## config.mk

```make
export PLATFORM = sky130hd
export DESIGN_NAME = demultiplexer_4_16_flat
export DESIGN_NICKNAME = d
export VERILOG_FILES = /design/src/rtl/demultiplexer_4_16_if.sv /design/src/rtl/demultiplexer_4_16.sv /design/src/flat_wrapper.sv
export SDC_FILE = /design/constraint.sdc
export NUM_CORES = 1
export LEC_CHECK = 0
export ABC_AREA = 1
export BUFFER_PORTS_ARGS = -buffer_cell sky130_fd_sc_hd__buf_2
export CORE_AREA = 4 4 190 192
export CTS_CLUSTER_SIZE = 10
export DETAILED_ROUTE_END_ITERATION = 8
export DIE_AREA = 0 0 194 196
export PLACE_DENSITY = 0.73
export SLEW_MARGIN = 5
export SYNTH_ARGS = -nofsm -noshare
export SYNTH_HDL_FRONTEND = slang
export SYNTH_SLANG_ARGS = --single-unit
```

## constraint.sdc

```tcl
create_clock -name clk -period 7.5 [get_ports clk]
set_input_delay 1.5 -clock clk [delete_from_list [all_inputs] [get_ports clk]]
set_output_delay 1.5 -clock clk [all_outputs]
set_load 0.03 [all_outputs]
```

## src/rtl/demultiplexer_4_16_if.sv

```systemverilog
// Bundle of the demultiplexer's data-path signals: one valid/ready input port with an
// address, NUM_OUTPUTS valid/ready output channels and the misroute counter.
interface demultiplexer_4_16_if #(
    parameter int DATA_WIDTH  = 32,
    parameter int ADDR_WIDTH  = 4,
    parameter int NUM_OUTPUTS = 13,
    parameter int CNT_WIDTH   = 8
);
    logic                              demux_in_valid;
    logic                              demux_in_ready;
    logic [ADDR_WIDTH-1:0]             demux_address;
    logic [DATA_WIDTH-1:0]             demux_input;
    logic [NUM_OUTPUTS*DATA_WIDTH-1:0] demux_output;
    logic [NUM_OUTPUTS-1:0]            demux_out_valid;
    logic [NUM_OUTPUTS-1:0]            demux_out_ready;
    logic [CNT_WIDTH-1:0]              demux_misroute_cnt;

    // The producer/consumer side drives the input word and the per-channel ready.
    modport master (
        output demux_in_valid,
        output demux_address,
        output demux_input,
        output demux_out_ready,
        input  demux_in_ready,
        input  demux_output,
        input  demux_out_valid,
        input  demux_misroute_cnt
    );

    modport slave (
        input  demux_in_valid,
        input  demux_address,
        input  demux_input,
        input  demux_out_ready,
        output demux_in_ready,
        output demux_output,
        output demux_out_valid,
        output demux_misroute_cnt
    );
endinterface

```

## src/rtl/demultiplexer_4_16.sv

```systemverilog
// Registered 1-to-N demultiplexer: each accepted word lands in the one-entry holding
// register of its addressed channel; out-of-range addresses go to channel 0 and are counted.
module demultiplexer_4_16 #(
    parameter int DATA_WIDTH  = 32,
    parameter int ADDR_WIDTH  = 4,
    parameter int NUM_OUTPUTS = 13,
    parameter int CNT_WIDTH   = 8
) (
    input logic                 clk,
    input logic                 rst,
    demultiplexer_4_16_if.slave bus
);
    localparam logic [ADDR_WIDTH:0] CHANNEL_LIMIT = NUM_OUTPUTS[ADDR_WIDTH:0];

    logic                   in_range;
    logic [ADDR_WIDTH-1:0]  target;
    logic                   in_ready;
    logic                   accept;
    logic [NUM_OUTPUTS-1:0] write_sel;
    logic [NUM_OUTPUTS-1:0] valid_q;
    logic [DATA_WIDTH-1:0]  data_q [NUM_OUTPUTS];
    logic [CNT_WIDTH-1:0]   cnt_q;

    assign in_range = {1'b0, bus.demux_address} < CHANNEL_LIMIT;
    assign target   = in_range ? bus.demux_address : '0;

    // A full channel can still take a word in the same cycle its consumer drains it.
    assign in_ready = !rst && (!valid_q[target] || bus.demux_out_ready[target]);
    assign accept   = bus.demux_in_valid && in_ready;

    always_comb begin
        write_sel = '0;
        if (accept) begin
            write_sel[target] = 1'b1;
        end
    end

    always_ff @(posedge clk) begin
        if (rst) begin
            valid_q <= '0;
            cnt_q   <= '0;
            for (int k = 0; k < NUM_OUTPUTS; k++) begin
                data_q[k] <= '0;
            end
        end else begin
            // A write wins over a drain so back-to-back traffic keeps valid high.
            for (int k = 0; k < NUM_OUTPUTS; k++) begin
                if (write_sel[k]) begin
                    data_q[k]  <= bus.demux_input;
                    valid_q[k] <= 1'b1;
                end else if (valid_q[k] && bus.demux_out_ready[k]) begin
                    valid_q[k] <= 1'b0;
                end
            end
            if (accept && !in_range && (cnt_q != '1)) begin
                cnt_q <= cnt_q + 1'b1;
            end
        end
    end

    for (genvar g = 0; g < NUM_OUTPUTS; g++) begin : g_out
        assign bus.demux_output[g*DATA_WIDTH +: DATA_WIDTH] = data_q[g];
    end

    assign bus.demux_in_ready     = in_ready;
    assign bus.demux_out_valid    = valid_q;
    assign bus.demux_misroute_cnt = cnt_q;
endmodule
```

## src/flat_wrapper.sv

```systemverilog
// flat-port wrapper written by rule: the top's interface ports become plain ports
module demultiplexer_4_16_flat 
#(
    parameter int DATA_WIDTH  = 32,
    parameter int ADDR_WIDTH  = 4,
    parameter int NUM_OUTPUTS = 13,
    parameter int CNT_WIDTH   = 8
)
  (clk, rst, bus_demux_in_valid, bus_demux_address, bus_demux_input, bus_demux_out_ready, bus_demux_in_ready, bus_demux_output, bus_demux_out_valid, bus_demux_misroute_cnt);
  demultiplexer_4_16_if #(.DATA_WIDTH(DATA_WIDTH), .ADDR_WIDTH(ADDR_WIDTH), .NUM_OUTPUTS(NUM_OUTPUTS), .CNT_WIDTH(CNT_WIDTH)) bus_i ();
  input logic clk;
  input logic rst;
  input wire logic [$bits(bus_i.demux_in_valid)-1:0] bus_demux_in_valid;
  input wire logic [$bits(bus_i.demux_address)-1:0] bus_demux_address;
  input wire logic [$bits(bus_i.demux_input)-1:0] bus_demux_input;
  input wire logic [$bits(bus_i.demux_out_ready)-1:0] bus_demux_out_ready;
  output wire logic [$bits(bus_i.demux_in_ready)-1:0] bus_demux_in_ready;
  output wire logic [$bits(bus_i.demux_output)-1:0] bus_demux_output;
  output wire logic [$bits(bus_i.demux_out_valid)-1:0] bus_demux_out_valid;
  output wire logic [$bits(bus_i.demux_misroute_cnt)-1:0] bus_demux_misroute_cnt;
  assign bus_i.demux_in_valid = bus_demux_in_valid;
  assign bus_i.demux_address = bus_demux_address;
  assign bus_i.demux_input = bus_demux_input;
  assign bus_i.demux_out_ready = bus_demux_out_ready;
  assign bus_demux_in_ready = bus_i.demux_in_ready;
  assign bus_demux_output = bus_i.demux_output;
  assign bus_demux_out_valid = bus_i.demux_out_valid;
  assign bus_demux_misroute_cnt = bus_i.demux_misroute_cnt;
  demultiplexer_4_16 #(.DATA_WIDTH(DATA_WIDTH), .ADDR_WIDTH(ADDR_WIDTH), .NUM_OUTPUTS(NUM_OUTPUTS), .CNT_WIDTH(CNT_WIDTH)) u_core (.clk(clk), .rst(rst), .bus(bus_i));
endmodule
```

After elaboration in Yosys (flattened, before gate mapping)
Memories as Yosys holds them, arrays and structs flattened.
Index checks and enable logic that the tools add are counted.
{"block": "classes", "n_addsub": 1, "order_cmp": 3, "eq_ne": 1, "mux": 88, "n_bitwise": 13, "n_reduce_logical": 35}
{"op": "two-way mux 32 bit", "n": 13}
{"op": "two-way mux 1 bit", "n": 70}
{"op": "nonzero test 2 bit", "n": 13}
{"op": "logical AND 1 bit", "n": 18}
{"op": "two-way mux 13 bit", "n": 1}
{"op": "bitwise OR 1 bit", "n": 13}
{"op": "adder 8 x 1 -> 8 bit, second input constant", "n": 1}
{"op": "binary-select mux 1 bit (select 4 bit)", "n": 2}
{"op": "!= test 8 bit, second input constant", "n": 1}
{"op": "less-than comparator 4 x 5 -> 1 bit, second input constant", "n": 1}
{"op": "demux 1 bit (select 4 bit)", "n": 1}
{"op": "greater-or-equal comparator 4 x 1 -> 1 bit, second input constant", "n": 1}
{"op": "less-than comparator 4 bit, second input constant", "n": 1}
{"op": "two-way mux 4 bit", "n": 1}
{"op": "zero test 1 bit", "n": 3}
{"op": "logical OR 1 bit", "n": 1}
{"block": "word_totals", "reg_bits": 21, "mem_bits_rw": 416, "in_bits": 52, "output_inout_bits": 438, "elab_cells": 156, "mem_count": 1}
{"name": "u_core.data_q", "depth": 13, "width": 32, "rd": 13, "rd_clocked_by_memory_dff": 0, "write_ports": 13, "line": "demultiplexer_4_16.sv:21", "rtl": "logic [DATA_WIDTH-1:0] data_q [NUM_OUTPUTS];"}

Depth between registers and ports, before layout
{"block": "depth", "ltp_word": 13, "ltp_mapped": 17, "ltp_nobuf": 15}

Worst setup path after synthesis
Ideal clock, no wire load.
{"block": "synth_path", "path_kind": "input-to-reg", "from": "in bus_demux_address[3]", "to": "mem u_core.data_q[9][0], in the netlist u_core.data_q[0][288] (enable)", "setup_time_ps": 389, "arrival_time_ps": 3663, "t_required_ps": 7111, "setup_slack_ps": 3448, "cell_stages": 16, "path_buffers": 1, "cell_sequence": "nand2_2 -> nand2_1 -> nor2_4 -> nand2_1 -> nand2_1 -> nor2_1 -> nand2_1 -> nand2_1 -> nand2_1 -> nand3_2 -> inv_2 -> nand2_4 -> nor2_4 -> nand2_2 -> buf_6 -> nand2_1"}
{"element": "from (decl)", "line": "flat_wrapper.sv:14", "rtl": "input wire logic [$bits(bus_i.demux_address)-1:0] bus_demux_address;"}
{"element": "to (decl)", "line": "demultiplexer_4_16.sv:21"}

Worst setup path after layout
{"block": "layout_path", "from": "in bus_demux_address[2]", "to": "out bus_demux_in_ready"}
{"block": "layout_via", "elab_chain_cells": 7, "word_cells_on_any_way": 9}
{"element": "less-than comparator 4 bit", "line": "demultiplexer_4_16.sv:24", "rtl": "assign in_range = {1'b0, bus.demux_address} < CHANNEL_LIMIT;"}
{"element": "two-way mux 4 bit *", "line": "demultiplexer_4_16.sv:25", "rtl": "assign target = in_range ? bus.demux_address : '0;"}
{"element": "binary-select mux 1 bit (select 4 bit)", "line": "demultiplexer_4_16.sv:28", "rtl": "assign in_ready = !rst && (!valid_q[target] || bus.demux_out_ready[target]);"}
{"element": "two-way mux 1 bit (implied by the code)", "line": "demultiplexer_4_16.sv:28"}
{"element": "zero test 1 bit", "line": "demultiplexer_4_16.sv:28"}
{"element": "logical OR 1 bit *", "line": "demultiplexer_4_16.sv:28"}
{"element": "logical AND 1 bit *", "line": "demultiplexer_4_16.sv:28"}
{"element": "to (decl)", "line": "flat_wrapper.sv:17", "rtl": "output wire logic [$bits(bus_i.demux_in_ready)-1:0] bus_demux_in_ready;"}
Every way passes the cells marked *; elsewhere a longest branch is shown, timed or not. The select of a mux whose other input is x is not followed.

==> flow_summary.yaml <==
clock_tree:
  numCtsBuffers: 50
  post_cts_buffers: 0
  cts.sink_count: 437
  clockBufferDepth: 3
  clock_latency_ns: 0.55
  clkTransAtPathRegs_ns: 0.05
  root_buffer: "clkbuf_16"
  htree_num_levels: 2
  cts_tree: "yes"
  postCtsResizedCells: 0
  cts_hold_buf: 0
synth:
  ys_seq_elements: 437
  seq_area_frac_synth_pct: 82.0
  synthesis.nets: 1138
  async_reset_ff_share_pct: 0
  yosysWarningCount: 0
  synth_flop_cell: "edfxtp_1"
  syn-cell-area_mm2: 0.0158
  synth_cells: 1085
  synth.avg_cell_area_um2: 14.5
  yosysUniqueCellTypes: 22
  synth_edf_count: 416
floorplan:
  placementRows: 68
  start_util_pct: 45.8
  die_w_um: 194
  fp.coreArea_mm2: 0.0344
  dieHeight_um: 196
  die-area_mm2: 0.0380
  io_pins: 490
grt:
  grtUsageTotal_pct: 24.5
  grt_max_degree: 55
  grt_pass1_wl_um: 69900
  antenna_found_initial: 0
  grt-ovfl-total: 0
  grt_pass1_vias: 10500
power_and_ir_drop:
  p_switching_mw: 1.47
  p_per_area_mw_per_mm2: 286
  combPwrFrac_pct: 11.7
  p_int_mw: 4.16
  pwr-share-clk_pct: 37.2
  p_seq_share_pct: 51.2
  ir_drop_mv: 0.192
  switching_share_pct: 26.0
  power.leakage_nw: 8.21
finish:
  fin_util_pct: 57.3
  syn_to_final_growth_pct: 25.1
  nNetsFinal: 1611
  diodes: 0
  instances_no_fill: 2025
  drive_gt1_share_pct: 37.1
timing:
  relSlewSlack_pct: 24.5
  setup_violations: 0
  final.min_clock_period_ns: 4.61
  rsz0062_at_grt: "false"
  finalWorstSetupSlack_ns: 2.89
  hold_slack_ns: 0.504
  slew_violations: 0
  fin_skew_ns: 0.0136
  finalHoldViolCount: 0
  fin_crit_sh_pct: 61.4
  worst_slew_pin_slew_ns: 1.13
  fin_tns_setup_ns: 0
  fmax_mhz: 217
critical_path:
  critPathLaunchType: "primary input"
  worst_ep_arrival_time_ns: 3.11
  worstPathCellList: "buf_2 -> nand2_2 -> nand2_1 -> nor2_2 -> nand2_1 -> nand2_1 -> nor2_1 -> nand2_1 -> nand2_1 -> nand2_1 -> nand3_2 -> inv_2 -> buf_2"
  slowest_stage: "nor2_2"
  crit_required_ns: 6.00
  setup.worst_path.end_class: "output port"
  path_class: "primary input to output port"
  cpMostUsedCell: "nand2_1"
  crit_path_max_incr_delay_ns: 0.25
  worst-path-max-fanout: 13
  crit_buf_inv: 3
  cpLargestDelayFamily: "simple AND/OR/NAND/NOR gates"
run_status:
  status: "completed"
drt:
  dr_total_vias: 10500
  wl_per_cell_um: 23.7
  totalWireLength_um: 48000
  via_per_inst: 5.19
  dr.pass1.iters: 5
  drt-initial-drc-count: 850
  remaining_drc_errors: 0
  detail-route-antenna-nets: 0
place:
  hpwl_um: 32400
  place_inst: 1961
  place_congestion: 0.846
  dp_worst_setup_slack_ns: 2.41
  port_buffers: 489
run:
  drv_cap: 0
worst_hold_path:
  hp-class: "flop to flop"
-- per-stage QoR --
| stage | total power [mW] | area [um^2] |
|---|---|---|
| 2_1_floorplan | 3.34 | 15800 |
| 6_report | 5.63 | 19700 |
| 3_3_place_gp | 3.58 | 18400 |
| 3_5_place_dp | 3.59 | 18400 |
| 4_1_cts | 5.65 | 19700 |
| 5_1_grt | 5.79 | 19700 |
-- area by class of cell --
cell class	count	area [um^2]
clock buffers	60	1310
inverters	59	221
fillers	2783	14700
well taps	455	569
multi-input cells	518	2200
clock inverters	4	25.0
flip-flops and latches	437	12900
repair buffers	492	2470
-- layout by cell type (no fill, tap or decap), drive strengths merged --
master and count:
clkinv 2, a21oi 21, nor2 368, edfxtp 416
nand2 89, dfxtp 21, nand3 18, xor2 3
xnor2 3, inv 61, nand4 14, clkbuf 60
ha 1, o21ai 1, buf 492
-- cells in the mapped netlist (2+ instances only) --
cell,instances,area [um^2]
a21oi_1,21,105
nand3_2,2,20.0
clkbuf_1,39,146
nand3_1,16,80.1
buf_4,9,67.6
nor2_4,6,67.6
inv_1,55,206
nand2_2,9,56.3
nor2_1,360,1350
buf_2,4,20.0
edfxtp_1,416,12500
nand4_1,14,87.6
buf_6,19,214
xor2_1,3,26.3
inv_2,4,15.0
nand2_4,2,22.5
dfxtp_1,21,420
nor2_2,2,12.5
nand2_1,78,293
xnor2_1,3,26.3
-- worst min-delay path, delay by kind of cell (launching register included) --
family | cells | cell delay [ns]
AOI/OAI and AO/OA | 1 | 0.05
DFF | 1 | 0.33
and+or+nand+nor | 1 | 0.07
-- flip-flops by register name (all words and copies together), names as in the netlist --
| register | cells |
|---|---|
| u_core.data_q | 416 |
| u_core.bus.demux_out_valid | 13 |
| u_core.bus.demux_misroute_cnt | 8 |
-- power groups by stage --
| stage | logic [mW] | clock network [mW] | registers (mW) |
|---|---|---|---|
| 3_5_place_dp | 0.662 | 0 | 2.93 |
| 5_1_grt | 0.686 | 2.22 | 2.89 |
| 4_1_cts | 0.663 | 2.11 | 2.88 |
| 3_3_place_gp | 0.659 | 0 | 2.93 |
| 6_report | 0.658 | 2.09 | 2.88 |
| 2_1_floorplan | 0.103 | 0 | 3.24 |
-- cells by family after synthesis --
family	after synthesis	share of synthesized area [%]
AO/OA/AOI/OAI	22	0.723
XOR/XNOR	6	0.334
adder cells (fa/ha/maj)	1	0.0794
buffers and inverters	130	4.25
flip-flops	437	82.0
AND/OR/NAND/NOR	489	12.6
-- path summary, 6_finish.rpt --
check | startpoint | endpoint | slack (ns) | depth (start not counted)
max | bus_demux_address[2] | bus_demux_in_ready | 2.89 | 13
min | u_core.bus.demux_misroute_cnt[4]$_SDFFE_PP0P_ | u_core.bus.demux_misroute_cnt[4]$_SDFFE_PP0P_ | 0.50 | 2
max reg2reg | u_core.bus.demux_out_valid[3]$_SDFFE_PP0P_ | u_core.data_q[0][149]$_SDFFCE_PN0P_ | 4.17 | 13
min reg2reg | u_core.bus.demux_misroute_cnt[4]$_SDFFE_PP0P_ | u_core.bus.demux_misroute_cnt[4]$_SDFFE_PP0P_ | 0.50 | 2
-- metal layers --
metal | up-vias | GRT usage, % | routed length (um)
met2 | 687 | 41.2 | 23600
met1 | 5136 | 30.8 | 17600
li1 | 4599 | - | -
met3 | 93 | 7.45 | 5370
met5 | - | 0 | 0
met4 | 0 | 8.02 | 1510
Power figures use the tool's default switching activity.
